## src/rtl/divider.sv

```systemverilog
// Sequential restoring divider: one quotient bit per cycle, fixed SIZE+1 cycle latency.
// Signed (RV32M DIV/REM) support is built only when DIVIDER_SIGNED_EN is defined.
module divider #(
    parameter int unsigned SIZE = 32
) (
    input  logic            clk,
    input  logic            reset,
    input  logic            start,
    input  logic            isSigned,
    input  logic [SIZE-1:0] operandA,
    input  logic [SIZE-1:0] operandB,
    output logic            busy,
    output logic            done,
    output logic [SIZE-1:0] quotient,
    output logic [SIZE-1:0] remainder
);

    localparam int unsigned CNT_W = $clog2(SIZE);

    typedef enum logic [1:0] {IDLE, CALC, FIX} state_t;

    state_t          state_q, state_d;
    logic [CNT_W-1:0] cnt_q, cnt_d;
    logic [SIZE-1:0] dvd_q, dvd_d;
    logic [SIZE-1:0] div_q, div_d;
    logic [SIZE-1:0] rem_q, rem_d;
    logic [SIZE-1:0] a_q, a_d;
    logic [SIZE-1:0] quo_q, quo_d;
    logic [SIZE-1:0] rmd_q, rmd_d;
    logic            bzero_q, bzero_d;
    logic            busy_q, busy_d;
    logic            done_q, done_d;
    logic [SIZE:0]   shifted;
    logic [SIZE-1:0] a_mag, b_mag, q_fix, r_fix;
`ifdef DIVIDER_SIGNED_EN
    logic            q_neg_q, q_neg_d;
    logic            r_neg_q, r_neg_d;
`else
    logic            unused_signed_c;
    assign unused_signed_c = isSigned;
`endif

    // Next-state, datapath step and result correction
    always_comb begin
        state_d = state_q;
        cnt_d   = cnt_q;
        dvd_d   = dvd_q;
        div_d   = div_q;
        rem_d   = rem_q;
        a_d     = a_q;
        quo_d   = quo_q;
        rmd_d   = rmd_q;
        bzero_d = bzero_q;
        done_d  = 1'b0;
        shifted = {rem_q, dvd_q[SIZE-1]};
        a_mag   = operandA;
        b_mag   = operandB;
        q_fix   = dvd_q;
        r_fix   = rem_q;
`ifdef DIVIDER_SIGNED_EN
        q_neg_d = q_neg_q;
        r_neg_d = r_neg_q;
        if (isSigned && operandA[SIZE-1]) a_mag = ~operandA + SIZE'(1);
        if (isSigned && operandB[SIZE-1]) b_mag = ~operandB + SIZE'(1);
        if (q_neg_q) q_fix = ~dvd_q + SIZE'(1);
        if (r_neg_q) r_fix = ~rem_q + SIZE'(1);
`endif
        // Divide-by-zero bypasses sign correction so the remainder is the raw dividend
        if (bzero_q) begin
            q_fix = '1;
            r_fix = a_q;
        end

        case (state_q)
            IDLE: begin
                if (start) begin
                    a_d     = operandA;
                    dvd_d   = a_mag;
                    div_d   = b_mag;
                    rem_d   = '0;
                    cnt_d   = '0;
                    bzero_d = (operandB == '0);
`ifdef DIVIDER_SIGNED_EN
                    q_neg_d = isSigned && (operandA[SIZE-1] ^ operandB[SIZE-1]);
                    r_neg_d = isSigned && operandA[SIZE-1];
`endif
                    state_d = CALC;
                end
            end
            CALC: begin
                if (shifted >= {1'b0, div_q}) begin
                    rem_d = SIZE'(shifted - {1'b0, div_q});
                    dvd_d = {dvd_q[SIZE-2:0], 1'b1};
                end else begin
                    rem_d = shifted[SIZE-1:0];
                    dvd_d = {dvd_q[SIZE-2:0], 1'b0};
                end
                cnt_d = cnt_q + CNT_W'(1);
                if (cnt_q == CNT_W'(SIZE - 1)) state_d = FIX;
            end
            FIX: begin
                quo_d   = q_fix;
                rmd_d   = r_fix;
                done_d  = 1'b1;
                state_d = IDLE;
            end
            default: state_d = IDLE;
        endcase

        busy_d = (state_d != IDLE);
    end

    always_ff @(posedge clk) begin
        if (reset) begin
            state_q <= IDLE;
            cnt_q   <= '0;
            dvd_q   <= '0;
            div_q   <= '0;
            rem_q   <= '0;
            a_q     <= '0;
            quo_q   <= '0;
            rmd_q   <= '0;
            bzero_q <= 1'b0;
            busy_q  <= 1'b0;
            done_q  <= 1'b0;
`ifdef DIVIDER_SIGNED_EN
            q_neg_q <= 1'b0;
            r_neg_q <= 1'b0;
`endif
        end else begin
            state_q <= state_d;
            cnt_q   <= cnt_d;
            dvd_q   <= dvd_d;
            div_q   <= div_d;
            rem_q   <= rem_d;
            a_q     <= a_d;
            quo_q   <= quo_d;
            rmd_q   <= rmd_d;
            bzero_q <= bzero_d;
            busy_q  <= busy_d;
            done_q  <= done_d;
`ifdef DIVIDER_SIGNED_EN
            q_neg_q <= q_neg_d;
            r_neg_q <= r_neg_d;
`endif
        end
    end

    assign busy      = busy_q;
    assign done      = done_q;
    assign quotient  = quo_q;
    assign remainder = rmd_q;

endmodule
```

## config.mk

```make
export PLATFORM = sky130hd
export DESIGN_NAME = divider
export DESIGN_NICKNAME = d
export VERILOG_FILES = /design/src/rtl/divider.sv
export SDC_FILE = /design/constraint.sdc
export NUM_CORES = 1
export LEC_CHECK = 0
export ABC_AREA = 1
export CAP_MARGIN = 20
export CORE_MARGIN = 2
export CORE_UTILIZATION = 55
export CTS_CLUSTER_SIZE = 40
export DETAILED_ROUTE_END_ITERATION = 12
export DONT_BUFFER_PORTS = 1
export MAX_ROUTING_LAYER = met4
export PLACE_DENSITY = 0.78
export SYNTH_ARGS = -nofsm -noshare
export SYNTH_HDL_FRONTEND = slang
export SYNTH_SLANG_ARGS = --single-unit
```

## constraint.sdc

```tcl
create_clock -name clk -period 2.4 [get_ports clk]
set_input_delay 0 -clock clk [delete_from_list [all_inputs] [get_ports clk]]
set_output_delay 0 -clock clk [all_outputs]
set_load 0.01 [all_outputs]
```

==> results.py <==
metrics = {
    "worst_setup_path": {
        "crit_start": "state_q[0]$_SDFF_PP0_",
        "cp.arrival_ps": 2730,
        "r2r_slack_ps": 140,
        "r2r_cells": 7,
        "crit_path_start_kind": "register",
        "required_ps": 2870,
        "worst-setup-path-type": "register to register",
        "r2r_start": "state_q[0]$_SDFF_PP0_",
        "r2r_end": "a_q[28]$_SDFFE_PP0P_",
        "endpoint_kind": "register",
        "path_max_fanout": 46,
    },
    "place": {
        "place_hpwl_um": 21400,
        "io_buffers": 0,
        "place.gp.congestion": 0.946,
    },
    "cells_and_area": {
        "final_cell_mix": "nand2_1 (440), inv_1 (208), dfxtp_1 (195)",
        "final_net_count": 1730,
        "area_delta_synth_final_pct": 17.6,
        "layout_commonest_cell": "nand2_1",
        "drive_gt1_share_pct": 9.08,
        "fin_util_pct": 66.5,
        "antenna_cells": 0,
    },
    "synthesis": {
        "synth_fa_ha_area_share_pct": 4.19,
        "synth-simple-area-share_pct": 28.0,
        "syn_avg_cell_area_um2": 6.73,
        "ys_ff_latch": 202,
        "yosysTopAreaCell": "dfxtp_1",
        "synth-compound-area-share_pct": 17.6,
        "syn_inst": 1581,
        "yosysTopAreaCellShare_pct": 38.0,
        "synth_xor_area_share_pct": 1.15,
        "synth_top_family_by_area": "simple AND/OR/NAND/NOR gates",
        "synth_nets": 1684,
        "synthTopCellsByArea": "dfxtp_1 (38%), nand2_1 (16%), a21oi_1 (8.8%), inv_1 (7.4%), o21ai_0 (5.2%)",
        "synth_mux_area_share_pct": 0,
        "synth_cell_type_count": 37,
        "syn-cell-area_um2": 10600,
        "ys.warnings.count": 0,
        "yosysSeqAreaShare_pct": 38.0,
    },
    "drt": {
        "drt_wl_total_um": 31800,
        "postRouteAntennaNets": 0,
        "remaining_drc_errors": 0,
        "drtIter0Drc": 872,
        "vias": 10500,
        "vias_per_cell": 5.55,
        "post_drt_wl_per_cell_um": 16.8,
        "drt_pass1_iterations": 6,
    },
    "timing": {
        "tightest_slew_ps": 850,
        "setup_violations": 0,
        "fin_crit_ps": 2260,
        "hold_viol": 0,
        "fin_setup_tns_ps": 0,
        "period_share_pct": 94.3,
        "clock.fmax_mhz": 442,
        "skew_ps": 11.6,
        "rsz0062_at_grt": "false",
        "slew_headroom_pct": 43.3,
        "slew_violations": 0,
    },
    "global_route": {
        "grt_first_pass_wirelength_um": 50500,
        "grt.overflow.total": 0,
        "grt_usage_pct": 31.7,
        "grt_pass1_vias": 9917,
        "grt_max_degree": 111,
        "antenna_found_initial": 0,
    },
    "clock_tree": {
        "cts_root_buf": "clkbuf_16",
        "h-tree-depth": 1,
        "insertion_delay_ps": 530,
        "numCtsBuffers": 22,
        "path_clk_slew_ps": 60,
        "cts_tree": "done",
        "cts_num_sinks": 202,
        "clockBufferDepth": 3,
    },
    "hold_path": {
        "worstHoldPathType": "primary input to register",
        "min_delay_path_depth": 3,
        "hold_end": "div_q[15]$_SDFFE_PP0P_",
        "worstHoldStart": "operandB[15]",
    },
    "die": {
        "dieWidth_um": 143,
        "rows": 50,
        "io_pins": 134,
        "die-area_um2": 20500,
        "start_util_pct": 56.5,
        "core-area_um2": 18800,
        "die_h_um": 143,
    },
    "flow_run": {
        "maxCapViolCount": 0,
    },
    "power": {
        "p_leak_nw": 5.63,
        "p_per_area_nw_per_um2": 1160,
        "peakVddDrop_mv": 0.647,
    },
    "outcome": {
        "status": "complete, no violations",
    },
}
worst max-delay path by stage:
| stage | slack [ps] | end |
|---|---|---|
| 2_1_floorplan | 470 | rem_q[16]$_SDFFE_PP0P_ |
| 3_3_place_gp | 180 | rem_q[26]$_SDFFE_PP0P_ |
| 3_5_place_dp | 180 | rem_q[13]$_SDFFE_PP0P_ |
| 4_1_cts | 140 | rem_q[13]$_SDFFE_PP0P_ |
| 5_1_grt | 0.7 | a_q[21]$_SDFFE_PP0P_ |
| 6_report | 140 | a_q[28]$_SDFFE_PP0P_ |
report_power, final:
group | internal, mW | switching [mW]
Clock | 1.87 | 1.43
Sequential | 3.65 | 0.299
Combinational | 2.72 | 4.53
Total | 8.24 | 6.26
registers in the layout, summed over array words and instances, names as in the netlist:
| register | flops |
|---|---|
| busy | 1 |
| bzero_q | 1 |
| dvd_q | 32 |
| state_q | 2 |
| rem_q | 32 |
| quotient | 32 |
| remainder | 32 |
| a_q | 32 |
| div_q | 32 |
| cnt_q | 5 |
| done | 1 |
metal layers:
metal / share of wire (%) / GRT usage, % / vias to the layer above
met5: 0 / - / -
met4: 2.5 / 8.65 / 0
met1: 42 / 39.9 / 4873
li1: - / - / 5177
met3: 8.2 / 6.24 / 66
met2: 47 / 52.2 / 428
layout make-up:
cell class | count | area, um^2
clock buffers | 33 | 642
clock inverters | 5 | 60.1
fillers | 1577 | 6310
inverters | 213 | 800
multi-input cells | 1083 | 5560
flip-flops and latches | 202 | 4050
well taps | 260 | 325
repair buffers | 105 | 1080
repair_timing:
item / in CTS / in global routing
hold buffers: 77 / 0
endpoints found under the setup margin: 0 / 24
setup buffers: 0 / 0
endpoints found under the hold margin: 168 / 0
resized for setup: 0 / 32
synthesized netlist by cell type, drive strengths merged:
cell / number
nand2: 452
o21a: 1
and2: 6
xor2: 1
nor3: 8
a31oi: 33
xnor2: 13
nand4: 8
buf: 21
o21bai: 1
nand3b: 2
clkbuf: 62
a21oi: 189
nand3: 93
nor2: 103
a21o: 1
clkinv: 1
o21ai: 111
inv: 212
a221oi: 14
fa: 1
ha: 34
dfxtp: 202
nor4: 10
or2: 2
per-stage QoR:
step | setup WS [ps] | hold WS, ps | area (um^2) | power, mW | std cells
finish | 138 | 222 | 12500 | 14.5 | 1901
global placement | 183 | 77.9 | 10900 | 10.7 | 1786
detailed placement | 176 | 77.6 | 10900 | 10.8 | 1786
CTS | 135 | 202 | 12400 | 14.2 | 1901
floorplan | 475 | 155 | 10600 | 9.13 | 1581
global route | 0.698 | 224 | 12500 | 15.5 | 1901
kinds of logic (layout without fill, tap and decap cells):
logic type      count (synthesis)  in the layout
simple gates                  684            684
flops                         202            202
xor+xnor                       14             14
buf+inv                       296            356
compound gates                350            350
fa+ha+maj                      35             35
worst max-delay path, stage by stage, from the launching register on:
cell and delay (ps):
dfxtp_1 330, inv_1 180, nand3_4 110, inv_1 130, buf_4 460, nand2_1 190
a21oi_1 210, dlygate4sd3_1 590
(Power assumes the default switching activity.)
